## src/rtl/counter_arbiter.sv

```systemverilog
`default_nettype none
// ============================================================================
//  Module   : counter_arbiter
//  Purpose  : Round-robin arbiter that lends one shared up-counter to a single
//             requester at a time. The winner's terminal count is latched at
//             grant time; the counter runs 0..term, then a one-cycle done
//             pulse is returned to the owner. Abort ends a window early with
//             no done pulse.
//  Ports    : clk    - clock, rising edge
//             reset  - asynchronous active-high reset
//             req    - per-requester level request [NREQ]
//             len    - packed terminal counts, slice i = requester i [NREQ*CW]
//             abort  - terminate the current window (RUN only)
//             grant  - one-hot owner of the counter, zero when unowned
//             count  - current counter value
//             busy   - high while a window is in RUN or DONE
//             done   - one-cycle completion pulse to the owner
//  Revision : 1.0 - initial release
// ============================================================================
module counter_arbiter #(
    parameter int NREQ = 4,
    parameter int CW   = 6
) (
    input  logic               clk,
    input  logic               reset,
    input  logic [NREQ-1:0]    req,
    input  logic [NREQ*CW-1:0] len,
    input  logic               abort,
    output logic [NREQ-1:0]    grant,
    output logic [CW-1:0]      count,
    output logic               busy,
    output logic [NREQ-1:0]    done
);

    localparam int PW = (NREQ > 1) ? $clog2(NREQ) : 1;

    typedef enum logic [1:0] {
        S_IDLE = 2'd0,
        S_RUN  = 2'd1,
        S_DONE = 2'd2
    } state_t;

    state_t            r_state;
    logic [PW-1:0]     r_ptr;
    logic [PW-1:0]     r_owner;
    logic [CW-1:0]     r_term;
    logic [CW-1:0]     r_count;
    logic [NREQ-1:0]   r_grant;
    logic [NREQ-1:0]   r_done;
    logic              r_busy;

    logic              w_found;
    logic [PW-1:0]     w_win;
    logic [PW-1:0]     w_idx;
    logic [CW-1:0]     w_term;
    logic [NREQ-1:0]   w_win_onehot;

    // Round-robin search. Candidates are visited from farthest to nearest
    // relative to ptr, so the nearest requester after ptr is the last one
    // written and therefore wins; this avoids a priority "found" chain.
    always_comb begin
        w_found = 1'b0;
        w_win   = '0;
        w_idx   = '0;
        for (int k = NREQ; k >= 1; k--) begin
            w_idx = PW'((int'(r_ptr) + k) % NREQ);
            if (req[w_idx]) begin
                w_found = 1'b1;
                w_win   = w_idx;
            end
        end
    end

    assign w_term       = CW'(len >> (int'(w_win) * CW));
    assign w_win_onehot = NREQ'(1) << w_win;

    always_ff @(posedge clk or posedge reset) begin
        if (reset) begin
            r_state <= S_IDLE;
            r_ptr   <= PW'(NREQ - 1);
            r_owner <= '0;
            r_term  <= '0;
            r_count <= '0;
            r_grant <= '0;
            r_done  <= '0;
            r_busy  <= 1'b0;
        end else begin
            case (r_state)
                S_IDLE: begin
                    r_done <= '0;
                    if (w_found) begin
                        r_grant <= w_win_onehot;
                        r_owner <= w_win;
                        r_term  <= w_term;
                        r_count <= '0;
                        r_busy  <= 1'b1;
                        r_state <= S_RUN;
                    end else begin
                        r_grant <= '0;
                        r_count <= '0;
                        r_busy  <= 1'b0;
                    end
                end
                S_RUN: begin
                    // Abort wins over reaching the terminal count.
                    if (abort) begin
                        r_ptr   <= r_owner;
                        r_grant <= '0;
                        r_count <= '0;
                        r_busy  <= 1'b0;
                        r_state <= S_IDLE;
                    end else if (r_count == r_term) begin
                        r_done  <= r_grant;
                        r_state <= S_DONE;
                    end else begin
                        r_count <= r_count + CW'(1);
                    end
                end
                S_DONE: begin
                    r_done  <= '0;
                    r_ptr   <= r_owner;
                    r_grant <= '0;
                    r_count <= '0;
                    r_busy  <= 1'b0;
                    r_state <= S_IDLE;
                end
                default: begin
                    r_done  <= '0;
                    r_grant <= '0;
                    r_count <= '0;
                    r_busy  <= 1'b0;
                    r_state <= S_IDLE;
                end
            endcase
        end
    end

    assign grant = r_grant;
    assign count = r_count;
    assign busy  = r_busy;
    assign done  = r_done;

endmodule
`default_nettype wire
```

## config.mk

```make
export PLATFORM = sky130hd
export DESIGN_NAME = counter_arbiter
export DESIGN_NICKNAME = d
export VERILOG_FILES = /design/src/rtl/counter_arbiter.sv
export SDC_FILE = /design/constraint.sdc
export NUM_CORES = 1
export LEC_CHECK = 0
export CORE_ASPECT_RATIO = 0.75
export CORE_UTILIZATION = 42
export CTS_CLUSTER_DIAMETER = 30
export DETAILED_ROUTE_END_ITERATION = 16
export PLACE_DENSITY = 0.8
export SLEW_MARGIN = 30
export SYNTH_ARGS = -nofsm -noshare
export SYNTH_HDL_FRONTEND = slang
export SYNTH_SLANG_ARGS = --single-unit
```

## constraint.sdc

```tcl
create_clock -name clk -period 1.8 [get_ports clk]
set_clock_uncertainty 0.1 [all_clocks]
set_input_delay 0.27 -clock clk [delete_from_list [all_inputs] [get_ports clk]]
set_output_delay 0.27 -clock clk [all_outputs]
set_load 0.005 [all_outputs]
```

=== Word level (Yosys, flattened, before mapping) ===
Cells that the tools add are included.

* Register bits: 27
* Logic and storage cells: 69
* Output and inout bits: 15
* Input bits: 31

* $add $sub $neg: 5
* Shifts and indexed selects: 2
* Reductions and logical operators: 6
* Equality and inequality tests: 9
* Multiplexer cells: 34
* $lt $le $gt $ge: 4
* $mul: 1

{| class="wikitable"
|+ Operators with widths
! kind !! count
|-
| $shr A24 B5 Y6 || 1
|-
| $mux W4 || 5
|-
| $mux W6 || 3
|-
| $mux W2 || 8
|-
| $lt A2 B3 Y1 const B || 4
|-
| $mux W1 || 10
|-
| $bmux W1 S2 || 4
|-
| $ne A2 B2 Y1 const B || 4
|-
| $pmux W2 S2 || 2
|-
| $pmux W4 S2 || 1
|-
| $reduce_and A2 Y1 || 4
|-
| $add A6 B1 Y6 const B || 1
|-
| $eq A6 B6 Y1 || 1
|-
| $ne A3 B3 Y1 const B || 2
|-
| $add A2 B1 Y2 const B || 2
|-
| $add A2 B2 Y2 const B || 2
|-
| $mul A2 B2 Y4 const B || 1
|-
| $shl A1 B2 Y4 const A || 1
|-
| $eq A2 B1 Y1 const B || 1
|-
| $eq A2 B2 Y1 const B || 1
|-
| $logic_not A2 Y1 || 1
|-
| $pmux W1 S2 || 1
|-
| $reduce_bool A2 Y1 || 1
|}

=== Depth between registers and ports, before layout ===
Gate-level depths: netlist (run 1).

* Depth in word-level cells: 10
* Mapped depth: 5
* Gate-level depth less buffers: 5

=== Least setup slack after synthesis (run 1) ===
No wires, ideal clock.

* Kind: register -> register
* From: register r_ptr[0]
* To: register r_term[0]
* Required time: 1.564 ns
* Data arrival time: 1.513 ns
* Path buffers: 0
* Library setup time: 0.136 ns
* Stages on the path, launching flop included: 6
* Path slack: 0.051 ns
* Period minus slack after synthesis: 1.749 ns
* Path through: dfstp_2 -> nor2b_4 -> o21a_4 -> nor3_4 -> mux2i_1 -> o211ai_2

* Longest elaborated chain between the ends: 9
* Elaborated cells on any way between the ends: 23
* Those cells by class: add/sub (4); mul (1); shift (1); mux (16); reduce/logical (1)

{| class="wikitable"
|+ RTL lines
! item !! RTL line !! RTL
|-
| from (decl) || 44 || <nowiki>logic [PW-1:0] r_ptr;</nowiki>
|-
| from (signal assigned) || 80 || <nowiki>r_ptr <= PW'(NREQ - 1);</nowiki>
|-
| from (signal assigned) || 107 || <nowiki>r_ptr <= r_owner;</nowiki>
|-
| from (signal assigned) || 121 || <nowiki>r_ptr <= r_owner;</nowiki>
|-
| $add A2 B1 Y2 || 66 || <nowiki>w_idx = PW'((int'(r_ptr) + k) % NREQ);</nowiki>
|-
| $bmux W1 S2 || 67 || <nowiki>if (req[w_idx]) begin</nowiki>
|-
| $mux W1 (implied by the code) || 67 ||
|-
| $mux W2 (4 in series) || 67 ||
|-
| $mul A2 B2 Y4 || 74 || <nowiki>assign w_term = CW'(len >> (int'(w_win) * CW));</nowiki>
|-
| $shr A24 B5 Y6 || 74 ||
|-
| to (signal assigned) || 94 || <nowiki>r_term <= w_term;</nowiki>
|-
| to (decl) || 46 || <nowiki>logic [CW-1:0] r_term;</nowiki>
|}

Parallel ways exist; a longest one is shown, timed or not. The select of a mux whose other input is x is not followed.
A chain may end at the register's enable or synchronous reset.

=== Worst setup path in the final report (run 1) ===
* From: register r_ptr[0]
* To: register r_term[1]

The elaborated chain is that of the path after synthesis.

==> run_summary.xml, run 1 <==
<?xml version="1.0" encoding="UTF-8"?>
<metrics>
  <group name="routing">
    <metric name="routed-via-count" unit="">1360</metric>
    <metric name="final_antenna_net_count" unit="">0</metric>
    <metric name="first_iter_violations" unit="">58</metric>
    <metric name="avgRoutedWirePerCell" unit="microns">15.3</metric>
    <metric name="avgViaCountPerCell" unit="">5.40</metric>
    <metric name="drc" unit="">1</metric>
    <metric name="postRouteWirelength" unit="mm">3.85</metric>
    <metric name="drtPass1Iterations" unit="">10</metric>
  </group>
  <group name="synthesis">
    <metric name="yosysUniqueCellTypes" unit="">36</metric>
    <metric name="count_of_synthesis_stage_warnings_from_yosys" unit="">0</metric>
    <metric name="synth.cell_area" unit="sq um">1520</metric>
    <metric name="ys_seq_area_share" unit="%">44.8</metric>
    <metric name="async_reset_ff_share" unit="%">100</metric>
    <metric name="synth.avg_cell_area" unit="sq um">10.5</metric>
    <metric name="synth_top_flop_cell" unit="">dfrtp_1</metric>
    <metric name="synthesis.nets" unit="">176</metric>
    <metric name="synth_edf_count" unit="">0</metric>
    <metric name="synth_seq_cells" unit="">27</metric>
    <metric name="netlist_instances" unit="">144</metric>
  </group>
  <group name="setup_path">
    <metric name="crit_path_max_incr_delay" unit="ns">0.59</metric>
    <metric name="critical_path_class" unit="">reg -&gt; reg</metric>
    <metric name="cp_cell_sequence" unit="">nor2b_4, o21a_4, buf_4, o31ai_1, a21bo_2, o211ai_2</metric>
    <metric name="crit_arrival" unit="ns">1.86</metric>
    <metric name="setup.worst_path.start_class" unit="">register</metric>
    <metric name="cp_max_fo" unit="">6</metric>
    <metric name="critPathRequiredTime" unit="ns">1.86</metric>
    <metric name="crit_path_top_delay_cell" unit="">dfstp_2</metric>
    <metric name="worstSetupEndpointType" unit="">register</metric>
  </group>
  <group name="power_and_ir_drop">
    <metric name="leakagePower" unit="nW">0.989</metric>
    <metric name="combPwrFrac" unit="%">55.9</metric>
    <metric name="power.share.clock" unit="%">11.3</metric>
    <metric name="power.density" unit="nW/um^2">1290</metric>
    <metric name="pwr-share-seq" unit="%">32.8</metric>
    <metric name="internal_power" unit="W">0.00190</metric>
    <metric name="switching_component_of_the_power" unit="W">0.00113</metric>
    <metric name="power_switching_share" unit="%">37.2</metric>
    <metric name="power.ir.vdd_worst" unit="mV">0.555</metric>
  </group>
  <group name="die">
    <metric name="design.portCount" unit="">46</metric>
    <metric name="rows" unit="">18</metric>
    <metric name="fp.dieH" unit="microns">54.0</metric>
    <metric name="die_width" unit="microns">71.4</metric>
    <metric name="floorplan.initialDensity" unit="%">45.2</metric>
    <metric name="die_area" unit="sq um">3850</metric>
    <metric name="design.core.area" unit="sq um">3360</metric>
  </group>
  <group name="clock_tree">
    <metric name="clkSinkCount" unit="">27</metric>
    <metric name="cts.clk_slew.worst_paths" unit="ns">0.09</metric>
    <metric name="ctsHoldBuffers" unit="">0</metric>
    <metric name="h_tree_depth" unit="">1</metric>
    <metric name="clock-root-buffer" unit="">clkbuf_8</metric>
    <metric name="worstSkewPairLatency" unit="ns">0.27</metric>
    <metric name="tritoncts" unit="">yes</metric>
    <metric name="cts-buffers-inserted" unit="">3</metric>
    <metric name="max-clock-path-buffers" unit="">2</metric>
  </group>
  <group name="grt">
    <metric name="grt_overflow_total" unit="">0</metric>
    <metric name="grt_use_met2" unit="%">34.3</metric>
    <metric name="grt_first_pass_wirelength" unit="mm">6.00</metric>
    <metric name="vias_in_the_first_global_route" unit="">1288</metric>
    <metric name="antenna_found_initial" unit="">0</metric>
    <metric name="groute.usage.overall" unit="%">20.7</metric>
    <metric name="grt_use_met1" unit="%">27.3</metric>
    <metric name="use_met3" unit="%">4.87</metric>
    <metric name="grt-busiest-layer" unit="">met2</metric>
    <metric name="grt_max_degree" unit="">28</metric>
  </group>
  <group name="place">
    <metric name="post-place-ws" unit="ns">-0.318</metric>
    <metric name="port_buffers" unit="">45</metric>
    <metric name="dp_hpwl" unit="mm">2.78</metric>
    <metric name="cell_area_reported_after_detailed_placement" unit="sq um">2150</metric>
    <metric name="number_of_cells_in_the_design_after_placement" unit="">242</metric>
    <metric name="gp_routability_congestion" unit="">0.797</metric>
  </group>
  <group name="sta">
    <metric name="final_period_minus_worst_setup_slack" unit="ns">1.81</metric>
    <metric name="post-route-period-util" unit="%">100</metric>
    <metric name="fmaxAchievable" unit="MHz">554</metric>
    <metric name="rsz0062_at_grt" unit="">true</metric>
    <metric name="setup_viol" unit="">1</metric>
    <metric name="drv_slew" unit="">0</metric>
    <metric name="final_hold_viol_count" unit="">0</metric>
    <metric name="max-slew-margin-rel" unit="%">72.3</metric>
    <metric name="post_route_worst_hold_slack" unit="ns">0.253</metric>
    <metric name="timing_worst_slew_pin_value" unit="ns">0.410</metric>
    <metric name="postLayoutSetupSlackWorst" unit="ns">-0.00563</metric>
  </group>
  <group name="final_layout">
    <metric name="fillCellCount" unit="">240</metric>
    <metric name="postLayoutCoreUtil" unit="%">69.8</metric>
    <metric name="multi_input_comb_area" unit="sq um">920</metric>
    <metric name="num_antenna_cells" unit="">0</metric>
    <metric name="drive_gt1_share" unit="%">29.2</metric>
    <metric name="sequential_cell_area" unit="sq um">683</metric>
    <metric name="finish.net_count" unit="">245</metric>
    <metric name="fin_cells" unit="">252</metric>
    <metric name="area_delta_synth_final" unit="%">54.7</metric>
    <metric name="cell_area_after_layout" unit="sq um">2340</metric>
  </group>
  <group name="flow_run">
    <metric name="drv_cap" unit="">0</metric>
  </group>
  <group name="status">
    <metric name="failed_checks" unit="">design-rule violations, negative setup slack</metric>
    <metric name="run_status" unit="">finished, violations left</metric>
  </group>
  <group name="hold_path">
    <metric name="hold_class" unit="">in -&gt; async</metric>
  </group>
</metrics>
[critical path: cells and delay by family, from the launching register on]
family / cells / cell delay, ns
AO/OA/AOI/OAI: 4 / 0.80
flip-flops: 1 / 0.59
buffers and inverters: 1 / 0.16
AND/OR/NAND/NOR: 1 / 0.06
[cell type report]
class / count / share of cell area [%]
Clock buffer: 3 / 1.76
Clock inverter: 1 / 0.320
Inverter: 1 / 0.160
Multi-Input combinational cell: 114 / 39.2
Sequential cell: 27 / 29.2
Tap cell: 40 / 2.14
Timing Repair Buffer: 66 / 27.2
[layer usage]
| metal | wire [microns] | part of all wire [%] |
|---|---|---|
| met5 | 0 | 0 |
| met3 | 166 | 4.3 |
| met2 | 1890 | 49 |
| met4 | 24 | 0.62 |
| met1 | 1770 | 46 |
[cells by family after synthesis]
family / Yosys count / share of synthesized area [%]
AOI/OAI and AO/OA: 38 / 21.2
and+or+nand+nor: 51 / 17.3
muxes: 14 / 9.41
adders and majority gates: 1 / 0.826
xor gates and xnor gates: 10 / 5.78
buffers and inverters: 3 / 0.743
DFF: 27 / 44.8
[synth_stat cells (2+ instances only)]
master,count,share of area (%)
xnor2_1,6,3.5
nand2b_1,3,1.2
a22o_1,2,1.2
a21bo_2,6,4.0
mux2i_1,12,7.9
dfrtp_1,25,41
nor2_1,15,3.7
nand4_1,7,2.9
o211ai_2,6,5.0
nand3_1,2,0.66
o31ai_1,6,3.0
clkbuf_1,2,0.50
mux2_2,2,1.5
nand2_1,16,4.0
o2111ai_1,2,1.2
dfstp_2,2,3.5
a21oi_1,3,0.99
o21ai_1,5,1.7
o21ai_0,2,0.66
xor2_1,4,2.3
[power by group through the flow]
| stage | Combinational (W) | Clock, W | Sequential [W] |
|---|---|---|---|
| 4_1_cts | 0.00153 | 0.000353 | 0.000990 |
| 5_1_grt | 0.00183 | 0.000381 | 0.00103 |
| 3_3_place_gp | 0.00146 | 0 | 0.000991 |
| 2_1_floorplan | 0.000876 | 0 | 0.000988 |
| 3_5_place_dp | 0.00151 | 0 | 0.00100 |
| 6_report | 0.00169 | 0.000344 | 0.000993 |
[repair_timing]
action	CTS	global route
endpoints found under the setup margin	1	16
setup buffers	0	6
pin swaps	0	5
resized for setup	1	21
[cells in the final DEF, fill, tap and decap left out, types with 2 or more instances in the layout]
| cell | Yosys | layout |
|---|---|---|
| dfrtp_2 | 0 | 4 |
| clkdlybuf4s50_1 | 0 | 43 |
| xor2_1 | 4 | 4 |
| nand2_1 | 16 | 16 |
| buf_12 | 0 | 2 |
| dlymetal6s2s_1 | 0 | 2 |
| dfrtp_1 | 25 | 21 |
| buf_4 | 0 | 19 |
| mux2_2 | 2 | 2 |
| a22o_1 | 2 | 2 |
| nand3_1 | 2 | 2 |
| o21ai_1 | 5 | 5 |
| mux2i_1 | 12 | 7 |
| o2111ai_1 | 2 | 2 |
| a21bo_2 | 6 | 3 |
| clkbuf_8 | 0 | 3 |
| a21oi_1 | 3 | 3 |
| nand2b_4 | 0 | 2 |
| a21bo_4 | 0 | 3 |
| xnor2_1 | 6 | 4 |
| o21ai_0 | 2 | 2 |
| o31ai_1 | 6 | 4 |
| mux2i_2 | 0 | 4 |
| nand4_1 | 7 | 7 |
| o211ai_2 | 6 | 6 |
| o31ai_2 | 0 | 2 |
| dfstp_2 | 2 | 2 |
| xnor2_2 | 0 | 2 |
| nor2_1 | 15 | 15 |
[registers in the layout, indices dropped and copies added (netlist names)]
register  count
busy          1
count         6
done          4
grant         4
r_owner       2
r_ptr         2
r_state       2
r_term        6
[through the flow]
step / TNS (ns) / power [W]
4_1_cts: 0 / 0.00287
3_3_place_gp: -1.84 / 0.00246
2_1_floorplan: 0 / 0.00186
3_5_place_dp: -2.48 / 0.00252
6_report: -0.00563 / 0.00303
5_1_grt: -0.168 / 0.00323
[path summary, 6_finish.rpt]
path                                from         to  slack (ns)  cells after the start
max in group asynchronous          reset   r_ptr[0]        1.05                      3
worst max register to register  r_ptr[0]  r_term[1]      -0.006                      6
worst max-delay path            r_ptr[0]  r_term[1]      -0.006                      6
worst min register to register      busy       busy        0.39                      2
worst min-delay path               reset    done[3]        0.25                      3
min in group clk                    busy       busy        0.39                      2
Power figures use the tool's default switching activity.
==> run 2, diff against run 1 <==
Settings changed: SLEW_MARGIN 30 to 20.
==> results of run 2 <==
Final layout, timing and power as in run 1 (identical DEF).
